<file path="src/rtl/fetch_unit_pkg.sv">
// Shared constants for the instruction-fetch stage: FSM encoding, reset PC, PC increment.
// Latency: n/a (constants only).
// Backpressure: n/a.
package riscv_fetch_pkg;

  localparam logic [1:0] S_REQ  = 2'd0;
  localparam logic [1:0] S_WAIT = 2'd1;
  localparam logic [1:0] S_HOLD = 2'd2;
  localparam logic [1:0] S_DROP = 2'd3;

  localparam logic [31:0] DEFAULT_RESET_PC = 32'h0000_0000;

  localparam int unsigned PC_INC = 4;

endpackage

</file>
<file path="src/rtl/fetch_unit_if.sv">
// Fetch-stage signal bundle: redirect/stall inputs, imem handshake, IF/ID-side outputs.
// Latency: n/a (wires only).
// Backpressure: imem ready and the hazard stall travel through this bundle.
interface fetch_unit_if #(
  parameter int PC_Width        = 32,
  parameter int Inst_Data_width = 32
);

  logic                       i_StallF;
  logic                       i_PCSrc_E;
  logic [PC_Width-1:0]        i_PCTarget_E;
  logic                       o_Imem_Req;
  logic [PC_Width-1:0]        o_Imem_Addr;
  logic                       i_Imem_Rdy;
  logic                       i_Imem_RValid;
  logic [Inst_Data_width-1:0] i_Imem_RData;
  logic [Inst_Data_width-1:0] o_Instr_F;
  logic [PC_Width-1:0]        o_PC_F;
  logic [PC_Width-1:0]        o_PCPluse4_F;
  logic                       o_Valid_F;
  logic                       o_Misaligned_F;

  // Fetch unit side.
  modport master (
    input  i_StallF, i_PCSrc_E, i_PCTarget_E, i_Imem_Rdy, i_Imem_RValid, i_Imem_RData,
    output o_Imem_Req, o_Imem_Addr, o_Instr_F, o_PC_F, o_PCPluse4_F, o_Valid_F, o_Misaligned_F
  );

  // Environment side (hazard unit, EX stage, instruction memory, IF/ID).
  modport slave (
    output i_StallF, i_PCSrc_E, i_PCTarget_E, i_Imem_Rdy, i_Imem_RValid, i_Imem_RData,
    input  o_Imem_Req, o_Imem_Addr, o_Instr_F, o_PC_F, o_PCPluse4_F, o_Valid_F, o_Misaligned_F
  );

endinterface

</file>
<file path="src/rtl/fetch_unit_pc_gen.sv">
// PC register with +4 adder and redirect mux; FETCH_MISALIGN_CHK_EN keeps target[1:0].
// Latency: new PC visible the cycle after a load.
// Backpressure: none; the PC only moves on load_seq or load_redirect.
module fetch_pc_gen
  import riscv_fetch_pkg::*;
#(
  parameter int                  PC_Width = 32,
  parameter logic [PC_Width-1:0] RESET_PC = PC_Width'(DEFAULT_RESET_PC)
) (
  input  logic                clk,
  input  logic                rst,
  input  logic                load_seq,
  input  logic                load_redirect,
  input  logic [PC_Width-1:0] target,
  output logic [PC_Width-1:0] pc,
  output logic [PC_Width-1:0] pc_plus4
);

  logic [PC_Width-1:0] tgt;

`ifdef FETCH_MISALIGN_CHK_EN
  // Misaligned targets are loaded as-is; the fetch FSM flags and blocks them.
  assign tgt = target;
`else
  // Without the checker, redirects are forced onto a word boundary.
  assign tgt = target & ~PC_Width'(3);
`endif

  // Adder wraps modulo 2^PC_Width.
  assign pc_plus4 = pc + PC_Width'(PC_INC);

  // Redirect outranks the sequential advance.
  always_ff @(posedge clk) begin
    if (rst)                pc <= RESET_PC;
    else if (load_redirect) pc <= tgt;
    else if (load_seq)      pc <= pc_plus4;
  end

endmodule

</file>
<file path="src/rtl/fetch_unit.sv">
// IF stage: single-outstanding imem fetch, EX redirects, IF/ID-side outputs; FETCH_MISALIGN_CHK_EN adds a misaligned-redirect flag.
// Latency: request-to-valid 1 cycle + memory latency; 1 instruction per 3 cycles with zero-wait memory.
// Backpressure: i_Imem_Rdy holds the request in S_REQ; i_StallF holds the instruction in S_HOLD.
module fetch_unit
  import riscv_fetch_pkg::*;
#(
  parameter int                  PC_Width        = 32,
  parameter int                  Inst_Data_width = 32,
  parameter logic [PC_Width-1:0] RESET_PC        = PC_Width'(DEFAULT_RESET_PC)
) (
  input logic        clk,
  input logic        rst,
  fetch_unit_if.master f
);

  logic [1:0]                 state, state_nxt;
  logic [PC_Width-1:0]        pc, pc_plus4;
  logic                       mis;
  logic                       req, accept, load_seq, capture, release_hold;
  logic [Inst_Data_width-1:0] instr_q;
  logic [PC_Width-1:0]        pc_q, pc_plus4_q;
  logic                       valid_q;

  fetch_pc_gen #(
    .PC_Width (PC_Width),
    .RESET_PC (RESET_PC)
  ) u_pc_gen (
    .clk           (clk),
    .rst           (rst),
    .load_seq      (load_seq),
    .load_redirect (f.i_PCSrc_E),
    .target        (f.i_PCTarget_E),
    .pc            (pc),
    .pc_plus4      (pc_plus4)
  );

  // A flagged misaligned PC never reaches memory, so the request is withheld.
  assign req          = (state == S_REQ) && !mis;
  assign accept       = req && f.i_Imem_Rdy;
  assign capture      = (state == S_WAIT) && f.i_Imem_RValid && !f.i_PCSrc_E;
  assign release_hold = (state == S_HOLD) && (f.i_PCSrc_E || !f.i_StallF);
  assign load_seq     = (state == S_HOLD) && !f.i_PCSrc_E && !f.i_StallF;

  // Next-state: redirect first, then response/consume, then stall.
  always_comb begin
    state_nxt = state;
    case (state)
      S_REQ: begin
        if (accept) state_nxt = f.i_PCSrc_E ? S_DROP : S_WAIT;
      end
      S_WAIT: begin
        if (f.i_PCSrc_E)         state_nxt = f.i_Imem_RValid ? S_REQ : S_DROP;
        else if (f.i_Imem_RValid) state_nxt = S_HOLD;
      end
      S_HOLD: begin
        if (release_hold) state_nxt = S_REQ;
      end
      default: begin
        // S_DROP: the stale response retires the old request.
        if (f.i_Imem_RValid) state_nxt = S_REQ;
      end
    endcase
  end

  // FSM state register.
  always_ff @(posedge clk) begin
    if (rst) state <= S_REQ;
    else     state <= state_nxt;
  end

  // IF/ID-side output registers; only valid drops when the instruction leaves.
  always_ff @(posedge clk) begin
    if (rst) begin
      instr_q    <= '0;
      pc_q       <= '0;
      pc_plus4_q <= '0;
      valid_q    <= 1'b0;
    end else if (capture) begin
      instr_q    <= f.i_Imem_RData;
      pc_q       <= pc;
      pc_plus4_q <= pc_plus4;
      valid_q    <= 1'b1;
    end else if (release_hold) begin
      valid_q    <= 1'b0;
    end
  end

`ifdef FETCH_MISALIGN_CHK_EN
  // Every redirect re-evaluates alignment of its target.
  always_ff @(posedge clk) begin
    if (rst)              mis <= 1'b0;
    else if (f.i_PCSrc_E) mis <= |f.i_PCTarget_E[1:0];
  end
`else
  assign mis = 1'b0;
`endif

  assign f.o_Imem_Req     = req;
  assign f.o_Imem_Addr    = pc;
  assign f.o_Instr_F      = instr_q;
  assign f.o_PC_F         = pc_q;
  assign f.o_PCPluse4_F   = pc_plus4_q;
  assign f.o_Valid_F      = valid_q;
  assign f.o_Misaligned_F = mis;

endmodule
</file>
<file path="src/flat_wrapper.sv">
// flat-port wrapper written by rule: the top's interface ports become plain ports
module fetch_unit_flat import riscv_fetch_pkg::*;
#(
  parameter int                  PC_Width        = 32,
  parameter int                  Inst_Data_width = 32,
  parameter logic [PC_Width-1:0] RESET_PC        = PC_Width'(DEFAULT_RESET_PC)
)
  (clk, rst, f_i_StallF, f_i_PCSrc_E, f_i_PCTarget_E, f_i_Imem_Rdy, f_i_Imem_RValid, f_i_Imem_RData, f_o_Imem_Req, f_o_Imem_Addr, f_o_Instr_F, f_o_PC_F, f_o_PCPluse4_F, f_o_Valid_F, f_o_Misaligned_F);
  fetch_unit_if #(.PC_Width(PC_Width), .Inst_Data_width(Inst_Data_width)) f_i ();
  input logic clk;
  input logic rst;
  input wire logic [$bits(f_i.i_StallF)-1:0] f_i_StallF;
  input wire logic [$bits(f_i.i_PCSrc_E)-1:0] f_i_PCSrc_E;
  input wire logic [$bits(f_i.i_PCTarget_E)-1:0] f_i_PCTarget_E;
  input wire logic [$bits(f_i.i_Imem_Rdy)-1:0] f_i_Imem_Rdy;
  input wire logic [$bits(f_i.i_Imem_RValid)-1:0] f_i_Imem_RValid;
  input wire logic [$bits(f_i.i_Imem_RData)-1:0] f_i_Imem_RData;
  output wire logic [$bits(f_i.o_Imem_Req)-1:0] f_o_Imem_Req;
  output wire logic [$bits(f_i.o_Imem_Addr)-1:0] f_o_Imem_Addr;
  output wire logic [$bits(f_i.o_Instr_F)-1:0] f_o_Instr_F;
  output wire logic [$bits(f_i.o_PC_F)-1:0] f_o_PC_F;
  output wire logic [$bits(f_i.o_PCPluse4_F)-1:0] f_o_PCPluse4_F;
  output wire logic [$bits(f_i.o_Valid_F)-1:0] f_o_Valid_F;
  output wire logic [$bits(f_i.o_Misaligned_F)-1:0] f_o_Misaligned_F;
  assign f_i.i_StallF = f_i_StallF;
  assign f_i.i_PCSrc_E = f_i_PCSrc_E;
  assign f_i.i_PCTarget_E = f_i_PCTarget_E;
  assign f_i.i_Imem_Rdy = f_i_Imem_Rdy;
  assign f_i.i_Imem_RValid = f_i_Imem_RValid;
  assign f_i.i_Imem_RData = f_i_Imem_RData;
  assign f_o_Imem_Req = f_i.o_Imem_Req;
  assign f_o_Imem_Addr = f_i.o_Imem_Addr;
  assign f_o_Instr_F = f_i.o_Instr_F;
  assign f_o_PC_F = f_i.o_PC_F;
  assign f_o_PCPluse4_F = f_i.o_PCPluse4_F;
  assign f_o_Valid_F = f_i.o_Valid_F;
  assign f_o_Misaligned_F = f_i.o_Misaligned_F;
  fetch_unit #(.PC_Width(PC_Width), .Inst_Data_width(Inst_Data_width), .RESET_PC(RESET_PC)) u_core (.clk(clk), .rst(rst), .f(f_i));
endmodule
</file>
<file path="config.mk">
export PLATFORM = sky130hd
export DESIGN_NAME = fetch_unit_flat
export DESIGN_NICKNAME = d
export VERILOG_FILES = /design/src/rtl/fetch_unit_pkg.sv /design/src/rtl/fetch_unit_if.sv /design/src/rtl/fetch_unit_pc_gen.sv /design/src/rtl/fetch_unit.sv /design/src/flat_wrapper.sv
export SDC_FILE = /design/constraint.sdc
export NUM_CORES = 1
export LEC_CHECK = 0
export CAP_MARGIN = 20
export CORE_MARGIN = 8
export CORE_UTILIZATION = 49
export DETAILED_ROUTE_END_ITERATION = 12
export PLACE_DENSITY = 0.95
export SETUP_SLACK_MARGIN = 0.05
export SYNTH_ARGS = -nofsm -noshare
export SYNTH_HDL_FRONTEND = slang
export SYNTH_SLANG_ARGS = --single-unit
</file>
<file path="constraint.sdc">
create_clock -name clk -period 3.48 [get_ports clk]
set_input_delay 1.044 -clock clk [delete_from_list [all_inputs] [get_ports clk]]
set_output_delay 1.044 -clock clk [all_outputs]
set_load 0.02 [all_outputs]
</file>
==> metrics.yaml, run 1 <==
status: "finished clean"
ys.flop_type: "dfxtp_1"
ys_seq_elements: 125
ys_seq_area_frac: 0.445
synth_top_family_by_area: "simple AND/OR/NAND/NOR gates"
fp.coreArea_sq_um: 11300
drive_gt1_frac: 0.0799
hold_viol: 0
setup-tns-final_ns: 0
area_delta_synth_final_pct: 45.8
cts-root-buf: "clkbuf_16"
p_per_area_nw_per_um2: 478
synth-simple-area-share: 0.268
yosysTopAreaCell: "dfxtp_1"
grt_max_degree: 87
rows: 39
synth_area_sq_um: 5620
synth_compound_area_frac: 0.150
fin_crit_sh: 0.802
tritoncts.num_buffers: 17
start_kind: "input port"
synth-xor-area-share: 0.0732
rsz0062_at_grt: "no"
vias_per_cell: 5.55
ant_nets: 0
io_buffers: 191
drc: 0
crit_type: "in -> reg"
required_ns: 3.79
clk_latency_ns: 0.41
mostFrequentLayoutCells: "clkdlybuf4s50_1 (190), nand2_1 (155), dfxtp_1 (125)"
synth_mux_area_frac: 0.00401
syn_area_per_cell_sq_um: 8.11
cts.repair.resized: 0
grt_overflow: 0
slew_violations: 0
design_area_sq_um: 8200
slowest_delay_ns: 0.51
fillerInstances: 798
place_congestion: 0.894
grt_usage: 0.241
crit_slowest_cell: "or3_2"
ys.warnings.count: 0
dr.pass1.iters: 5
fin_ws_ns: 0.690
diodes: 0
timing.fmax_mhz: 358
num_vias: 5585
place_hpwl_um: 13000
post-route-min-period_ns: 2.79
worstMarginPinSlew_ns: 0.771
clkTransAtPathRegs_ns: 0.05
dp_slack_ns: 0.336
dp.cells: 976
synthAdderAreaFrac: 0.00223
irDropWorstVdd_uv: 423
worst_ep_arrival_time_ns: 3.10
skew_ns: 0.00761
synth_top_area_frac: 0.445
synthArstFlopShare: 0
drv_cap: 0
slew_headroom: 0.485
final_common_cell: "clkdlybuf4s50_1"
routedWlPerCell_um: 18.4
grt_pass1_wl_um: 28600
fin_nets: 923
htree_levels: 4
antenna_found_initial: 0
cp_cell_sequence: "clkdlybuf4s50_1 -> buf_4 -> nand2b_1 -> nand4_2 -> or3_2 -> a311oi_1"
postCtsSetupBuffers: 0
hold_path.class: "reg -> reg"
postCtsHoldBufs: 0
clock-sinks: 125
wl_um: 18500
crit_fanout: 11
postPlaceCellArea_sq_um: 7560
cts_tree: "built"
die_area_sq_um: 15200
drt_iter0_markers: 499
syn_inst: 693
endpoint_kind: "flop"
clockBufferDepth: 2
die_x_um: 123
synth.distinct_cells: 46
setup_viol: 0
grt_pass1_vias: 5467
ys_top_cells_by_area: "dfxtp_1 (45%), nand2_1 (10%), a21oi_1 (6.7%)"
power.leakage_uw: 0.00268
initial_core_util: 0.497
instances_no_fill: 1007
synth_edf_count: 0
io_pins: 201
dieHeight_um: 123
finalPower_uw: 3920
[final timing paths]
kind                                              from  depth (start not counted)                     end  slack [ns]
worst max-delay path                       f_i_PCSrc_E                          6  u_core.u_pc_gen.pc[14]        0.69
worst min register to register  u_core.f.o_Instr_F[30]                          2  u_core.f.o_Instr_F[30]        0.45
worst min-delay path            u_core.f.o_Instr_F[30]                          2  u_core.f.o_Instr_F[30]        0.45
worst max register to register   u_core.u_pc_gen.pc[2]                          5  u_core.u_pc_gen.pc[14]        1.05
[routing by layer]
| metal | share of wire | track usage | vias to the layer above |
|---|---|---|---|
| met3 | 0.10 | 0.0813 | 47 |
| met1 | 0.37 | 0.269 | 2595 |
| li1 | - | - | 2664 |
| met5 | 0 | 0 | - |
| met2 | 0.49 | 0.406 | 279 |
| met4 | 0.035 | 0.119 | 0 |
[flip-flops by register name (all words and copies together) (netlist names)]
register / flops
u_core.f.o_Instr_F: 32
u_core.f.o_PCPluse4_F: 30
u_core.f.o_PC_F: 30
u_core.f.o_Valid_F: 1
u_core.state: 2
u_core.u_pc_gen.pc: 30
[report_power, final]
group	total, uW	internal, uW	switching (uW)
clock	1900	1290	614
combinational	456	223	232
sequential	1560	1480	75.0
[cell families (layout without fill, tap and decap cells)]
kind of cell	count (synthesis)	after routing
XOR/XNOR	47	47
multiplexers	1	1
adder cells (fa/ha/maj)	1	1
other	1	7
buffers and inverters	71	236
AND/OR/NAND/NOR	311	311
flip-flops	125	125
AO/OA/AOI/OAI	136	136
[stage by stage]
step,utilization,hold WS (ns)
floorplan,-,0.509
global placement,0.668,0.441
detailed placement,0.668,0.446
CTS,0.724,0.453
global route,0.724,0.475
finish,0.724,0.452
[final cells by class]
cell class	count	area, sq um	share of cell area
clock buffers	25	505	0.0617
inverters	2	7.51	0.000916
multi-input cells	503	2820	0.344
repair buffers	203	2050	0.250
flip-flops and latches	125	2500	0.305
clock inverters	6	130	0.0159
well taps	143	179	0.0218
[cells in the mapped netlist (3+ instances only)]
cell type / n
nor4_1: 4
nor3_2: 8
a211oi_1: 37
nand3_1: 14
nor3_1: 7
buf_2: 16
nor4_2: 4
xnor2_1: 35
and4_1: 4
nand2_1: 155
buf_4: 8
nand4_1: 16
a311oi_1: 8
xor2_1: 12
o21bai_1: 4
buf_1: 4
nor2_1: 70
o21ai_0: 7
or3_1: 5
dfxtp_1: 125
clkbuf_1: 40
a21oi_1: 75
nand2b_1: 4
or2_1: 3
[critical path: cells and delay by family]
kind	cells	cell delay [ns]
simple gates	3	1.11
buf+inv	2	0.66
compound gates	1	0.28
(Power assumes the default switching activity.)
==> inputs of run 2 (changes only) <==
Settings changed: CORE_UTILIZATION 49 to 41, PLACE_DENSITY 0.95 to 0.89.
Clock period 3.48 ns to 2.5 ns, I/O delays scaled along.
==> run 2 against run 1 <==
Effect of this change: wire length up 3.7%; power rose by 50%; sequential power increased by 38%; final area grew 5.6%; worst setup slack got worse by 0.60 ns; highest routed layer unchanged.
==> metrics.yaml, run 2 (synthesis gave the netlist of run 1 again) <==
final_common_cell: "clkdlybuf4s50_1"  # unchanged
die_x_um: 133  # was 123 um
grt_overflow: 0  # unchanged
critPathTopFamily: "buffers and inverters"  # was simple AND/OR/NAND/NOR gates
tritoncts.num_buffers: 17  # unchanged
crit_fanout: 8  # was 11
status: "finished clean"  # unchanged
required_ns: 1.75  # was 3.79 ns
largest_register_ffs: 32  # unchanged
clock-sinks: 125  # unchanged
drc: 0  # unchanged
diodes: 0  # unchanged
mostFrequentLayoutCells: "clkdlybuf4s50_1 (190), nand2_1 (155), dfxtp_1 (121)"  # was clkdlybuf4s50_1 (190), nand2_1 (155), dfxtp_1 (125)
cts_tree: "built"  # unchanged
place_congestion: 0.918  # was 0.894
num_vias: 5704  # was 5,585
grt_max_degree: 53  # was 87
io_pins: 201  # unchanged
power.leakage_uw: 0.00290  # was 0.00268 uW
rsz0062_at_grt: "no"  # unchanged
clk_latency_ns: 0.42  # was 0.41 ns
area_delta_synth_final_pct: 54.0  # was 45.8%
place_hpwl_um: 14000  # was 13,000 um
drive_gt1_frac: 0.122  # was 0.0799
vias_per_cell: 5.32  # was 5.55
dieHeight_um: 133  # was 123 um
clkTransAtPathRegs_ns: 0.05  # about the same
slew_violations: 0  # unchanged
cts-root-buf: "clkbuf_16"  # unchanged
io_buffers: 191  # unchanged
worstMarginPinSlew_ns: 0.559  # was 0.771 ns
grt_pass1_wl_um: 30000  # was 28,600 um
grt_usage: 0.212  # was 0.241
routedWlPerCell_um: 17.9  # was 18.4 um
skew_ns: 0.00610  # was 0.00761 ns
fin_nets: 955  # was 923
start_kind: "flop"  # was input port
cp_cell_sequence: "clkdlybuf4s50_1"  # was clkdlybuf4s50_1 -> buf_4 -> nand2b_1 -> nand4_2 -> or3_2 -> a311oi_1
crit_type: "reg -> out"  # was in -> reg
post-route-min-period_ns: 2.41
fin_crit_sh: 0.966
path_buf_inv: 1  # was 2
hold_depth: 2  # unchanged
hold_viol: 0  # unchanged
die_area_sq_um: 17700  # was 15,200 sq um
wl_um: 19200  # was 18,500 um
finish.utilization: 0.651  # was 0.724
postCtsSetupBuffers: 0  # unchanged
cp.depth: 1  # was 6
crit_slowest_cell: "clkdlybuf4s50_1"  # was or3_2
dr.pass1.iters: 5  # unchanged
rows: 42  # was 39
irDropWorstVdd_uv: 590  # was 423 uV
drt_iter0_markers: 444  # was 499
initial_core_util: 0.423  # was 0.497
fp.coreArea_sq_um: 13300  # was 11,300 sq um
reg2reg_depth: 5  # unchanged
whs_ns: 0.450  # was 0.452 ns
setup_viol: 0  # unchanged
clockBufferDepth: 2  # unchanged
grt_pass1_vias: 5722  # was 5,467
drv_cap: 0  # unchanged
slowest_delay_ns: 0.69  # was 0.51 ns
timing.fmax_mhz: 414
htree_levels: 4  # unchanged
endpoint_kind: "output port"  # was flop
worst_ep_arrival_time_ns: 1.66  # was 3.10 ns
slew_headroom: 0.625  # was 0.485
ant_nets: 0  # unchanged
hold_path.class: "reg -> reg"  # unchanged
p_per_area_nw_per_um2: 676  # was 478 nW/um^2
antenna_found_initial: 0  # unchanged
[run 2: cell types whose count changed in the layout (fill, tap and decap cells not counted), sizes merged]
cell	previous run	this run
buf	13	45
bufinv	4	7
clkbuf	25	22
clkinvlp	0	2
clkinv	3	2
[run 2: area by class of cell]
type                    count  area [sq um]
flip-flops and latches    125          2510
clock inverters            10           230
inverters                   2          7.51
clock buffers              22           494
fillers                  1062          4630
multi-input cells         503          2820
well taps                 176           220
repair buffers            235          2380
[run 2: worst paths after layout]
check	start	endpoint	slack, ns
hold / removal	u_core.f.o_PC_F[24]	u_core.f.o_PC_F[24]	0.45
setup reg to reg	u_core.u_pc_gen.pc[20]	u_core.f.o_PCPluse4_F[31]	0.29
setup / recovery	u_core.u_pc_gen.pc[11]	f_o_Imem_Addr[11]	0.09
hold reg to reg	u_core.f.o_PC_F[24]	u_core.f.o_PC_F[24]	0.45
[run 2: per-stage QoR]
step | power (uW) | cells | instance area, sq um | worst slack, ns | TNS (ns)
floorplan | 2510 | 699 | 5650 | 0.367 | 0
global placement | 2870 | 1041 | 7930 | -0.0941 | -0.667
detailed placement | 2880 | 1041 | 7930 | -0.158 | -3.37
CTS | 5880 | 1073 | 8660 | 0.0731 | 0
global route | 6040 | 1073 | 8660 | 0.0526 | 0
finish | 5850 | 1073 | 8660 | 0.0862 | 0
[run 2: metal layers]
layer | share of wire | global-route usage
met5 | 0 | 0
met4 | 0.025 | 0.0886
met3 | 0.10 | 0.0898
met2 | 0.49 | 0.358
met1 | 0.39 | 0.230
[run 2: power breakdown]
group,leakage [uW],internal [uW],total [uW],switching (uW)
combinational,0.00153,348,693,345
sequential,0.00102,2070,2150,88.7
clock,0.000349,2100,3010,905
total,0.00290,4520,5850,1340
[run 2: timing repair]
action | CTS | global route
gates resized for setup | 0 | 4
hold buffers | 0 | 0
endpoints found under the setup margin | 0 | 4
[run 2: tightest hold or removal path, delay by kind of cell (launching register included)]
kind	cells	cell delay, ns
simple gates	1	0.05
compound gates	1	0.05
flops	1	0.30
==> inputs of run 3 (changes only) <==
--- a/config.mk
+++ b/config.mk
@@ -12,3 +12,3 @@
 export PLACE_DENSITY = 0.89
-export SETUP_SLACK_MARGIN = 0.05
+export SETUP_SLACK_MARGIN = 0.2
 export SYNTH_ARGS = -nofsm -noshare
--- a/constraint.sdc
+++ b/constraint.sdc
@@ -3,2 +3,2 @@
 set_output_delay 0.75 -clock clk [all_outputs]
-set_load 0.02 [all_outputs]
+set_load 0.01 [all_outputs]
==> run 3 against run 2 <==
Effect of this change: flip-flop and latch count stayed put; global-route usage rose by 0.13 points; utilization down 0.41 points; wire length shrank 0.13%; die area unchanged; worst setup slack improved by 0.15 ns; critical path depth unchanged; final area fell by 0.64%; largest power group unchanged.
==> metrics.yaml, run 3 (synthesis gave the netlist of run 1 again) <==
setup_viol: 0  # unchanged
combPwrFrac: 0.120  # was 0.118
rows: 42  # unchanged
whs_ns: 0.451  # was 0.450 ns
clockBufferDepth: 2  # unchanged
place_hpwl_um: 14200  # was 14,000 um
grt_usage: 0.214  # was 0.212
start_kind: "flop"  # unchanged
multi_input_area_sq_um: 2830  # was 2820 sq um
wl_um: 19200  # about the same
route.layer.met1.wl_um: 7450  # was 7440 um
drt_iter0_markers: 404  # was 444
num_vias: 5729  # was 5,704
power.leakage_uw: 0.00287  # was 0.00290 uW
mostFrequentLayoutCells: "clkdlybuf4s50_1 (189), nand2_1 (155), dfxtp_1 (111)"  # was clkdlybuf4s50_1 (190), nand2_1 (155), dfxtp_1 (121)
cp_cell_sequence: "clkdlybuf4s50_1"  # unchanged
final_common_cell: "clkdlybuf4s50_1"  # unchanged
seqPwrFrac: 0.402  # was 0.368
drc: 0  # unchanged
fp.coreArea_sq_um: 13300  # unchanged
initial_core_util: 0.423  # unchanged
endpoint_kind: "output port"  # unchanged
io_buffers: 191  # unchanged
grt_pass1_wl_um: 30200  # was 30,000 um
routedWlPerCell_um: 17.9  # about the same
drv_cap: 0  # unchanged
place_congestion: 0.892  # was 0.918
clkTransAtPathRegs_ns: 0.06  # was 0.05 ns
worstMarginPinSlew_ns: 0.659  # was 0.559 ns
largest_register_ffs: 32  # unchanged
route.met2.wl_um: 9360  # was 9350 um
worst_ep_arrival_time_ns: 1.52  # was 1.66 ns
post-route-min-period_ns: 2.27  # was 2.41 ns
die_x_um: 133  # unchanged
routed.top_layer: "met4"  # unchanged
drive_gt1_frac: 0.132  # was 0.122
wl_met3_um: 1730  # was 1910 um
cts_tree: "built"  # unchanged
fin_nets: 958  # was 955
rsz0062_at_grt: "no"  # unchanged
clk_latency_ns: 0.42  # about the same
netSwitchingFraction: 0.228  # was 0.229
grt_overflow: 0  # unchanged
cts-root-buf: "clkbuf_16"  # unchanged
postCtsHoldBufs: 0  # unchanged
clockPowerShare: 0.479  # was 0.514
grt_pass1_vias: 5798  # was 5,722
irDropWorstVdd_uv: 486  # was 590 uV
dieHeight_um: 133  # unchanged
fillerInstances: 1038  # was 1,062
vias_per_cell: 5.33  # was 5.32
postCtsSetupBuffers: 0  # unchanged
clock-sinks: 125  # unchanged
area_delta_synth_final_pct: 53.0  # was 54.0%
ant_nets: 0  # unchanged
tritoncts.num_buffers: 17  # unchanged
hold_path.class: "reg -> reg"  # unchanged
io_pins: 201  # unchanged
finalPower_uw: 5370  # was 5850 uW
seqCellArea_sq_um: 2520  # was 2510 sq um
rrSetupSlack_ns: 0.46  # was 0.29 ns
finish.utilization: 0.647  # was 0.651
crit_type: "reg -> out"  # unchanged
skew_ns: 0.0173  # was 0.00610 ns
dr.pass1.iters: 5  # unchanged
die_area_sq_um: 17700  # unchanged
required_ns: 1.75  # about the same
timing.fmax_mhz: 441  # was 414 MHz
grt_max_degree: 53  # unchanged
slew_headroom: 0.557  # was 0.625
critPathTopFamily: "buffers and inverters"  # unchanged
path_buf_inv: 1  # unchanged
slowest_delay_ns: 0.60  # was 0.69 ns
p_int_uw: 4140  # was 4520 uW
hold_viol: 0  # unchanged
crit_fanout: 7  # was 8
antenna_found_initial: 1  # was 0
crit_slowest_cell: "clkdlybuf4s50_1"  # unchanged
fin_crit_sh: 0.907  # was 0.966
slew_violations: 0  # unchanged
p_switching_uw: 1230  # was 1340 uW
status: "finished clean"  # unchanged
htree_levels: 4  # unchanged
p_per_area_nw_per_um2: 624  # was 676 nW/um^2
## run 3: changes by cell type in the layout (fill, tap and decap cells not counted), moves of 2 or more
cell / previous run / this run
clkbuf_1: 0 / 2
bufinv_16: 7 / 4
buf_4: 34 / 36
dfxtp_2: 4 / 14
dfxtp_1: 121 / 111
clkbuf_8: 5 / 3
## run 3: final timing paths
kind | from | end | cells past startpoint
worst min-delay path | u_core.f.o_PC_F[27] | u_core.f.o_PC_F[27] | 2
worst min register to register | u_core.f.o_PC_F[27] | u_core.f.o_PC_F[27] | 2
worst max-delay path | u_core.u_pc_gen.pc[27] | f_o_Imem_Addr[27] | 1
worst max register to register | u_core.u_pc_gen.pc[2] | u_core.u_pc_gen.pc[11] | 6
## run 3: what timing repair did
action                                 in CTS  in global routing
setup endpoints to repair                  11                  9
pin swaps                                   0                  0
endpoints found under the hold margin       0                  0
gates resized for setup                    11                  6
## run 3: metrics by stage
| step | worst slack (ns) | instance area [sq um] | cells | TNS (ns) |
|---|---|---|---|---|
| 2_1_floorplan | 0.367 | 5650 | 699 | 0 |
| 3_3_place_gp | -0.0927 | 7970 | 1044 | -1.57 |
| 3_5_place_dp | -0.160 | 7970 | 1044 | -3.68 |
| 4_1_cts | 0.208 | 8590 | 1073 | 0 |
| 5_1_grt | 0.202 | 8610 | 1074 | 0 |
| 6_report | 0.233 | 8610 | 1074 | 0 |
## run 3: metal layers
layer  vias up  GRT usage
met4         0      0.104
met1      2694      0.229
li1       2739          -
met3        48     0.0868
met5         -          0
met2       248      0.359
## run 3: power by group through the flow
stage | registers [uW] | clock network, uW | logic, uW
2_1_floorplan | 2190 | 0 | 269
3_3_place_gp | 2190 | 0 | 627
3_5_place_dp | 2190 | 0 | 637
4_1_cts | 2150 | 2610 | 642
5_1_grt | 2160 | 2700 | 690
6_report | 2160 | 2570 | 643
## run 3: worst register-to-register path, cell delays in order (launching register included)
cell,delay [ns]
dfxtp_1,0.33
buf_4,0.16
nand4_1,0.25
nor3_1,0.60
nand3_1,0.17
xor2_1,0.18
a211oi_1,0.26
## run 3: area by class of cell
| cell class | instances | share of cell area |
|---|---|---|
| Multi-Input combinational cell | 503 | 0.329 |
| Antenna cell | 1 | 0.000291 |
| Tap cell | 176 | 0.0256 |
| Inverter | 2 | 0.000872 |
| Clock buffer | 22 | 0.0551 |
| Clock inverter | 7 | 0.0160 |
| Timing Repair Buffer | 238 | 0.280 |
| Sequential cell | 125 | 0.293 |
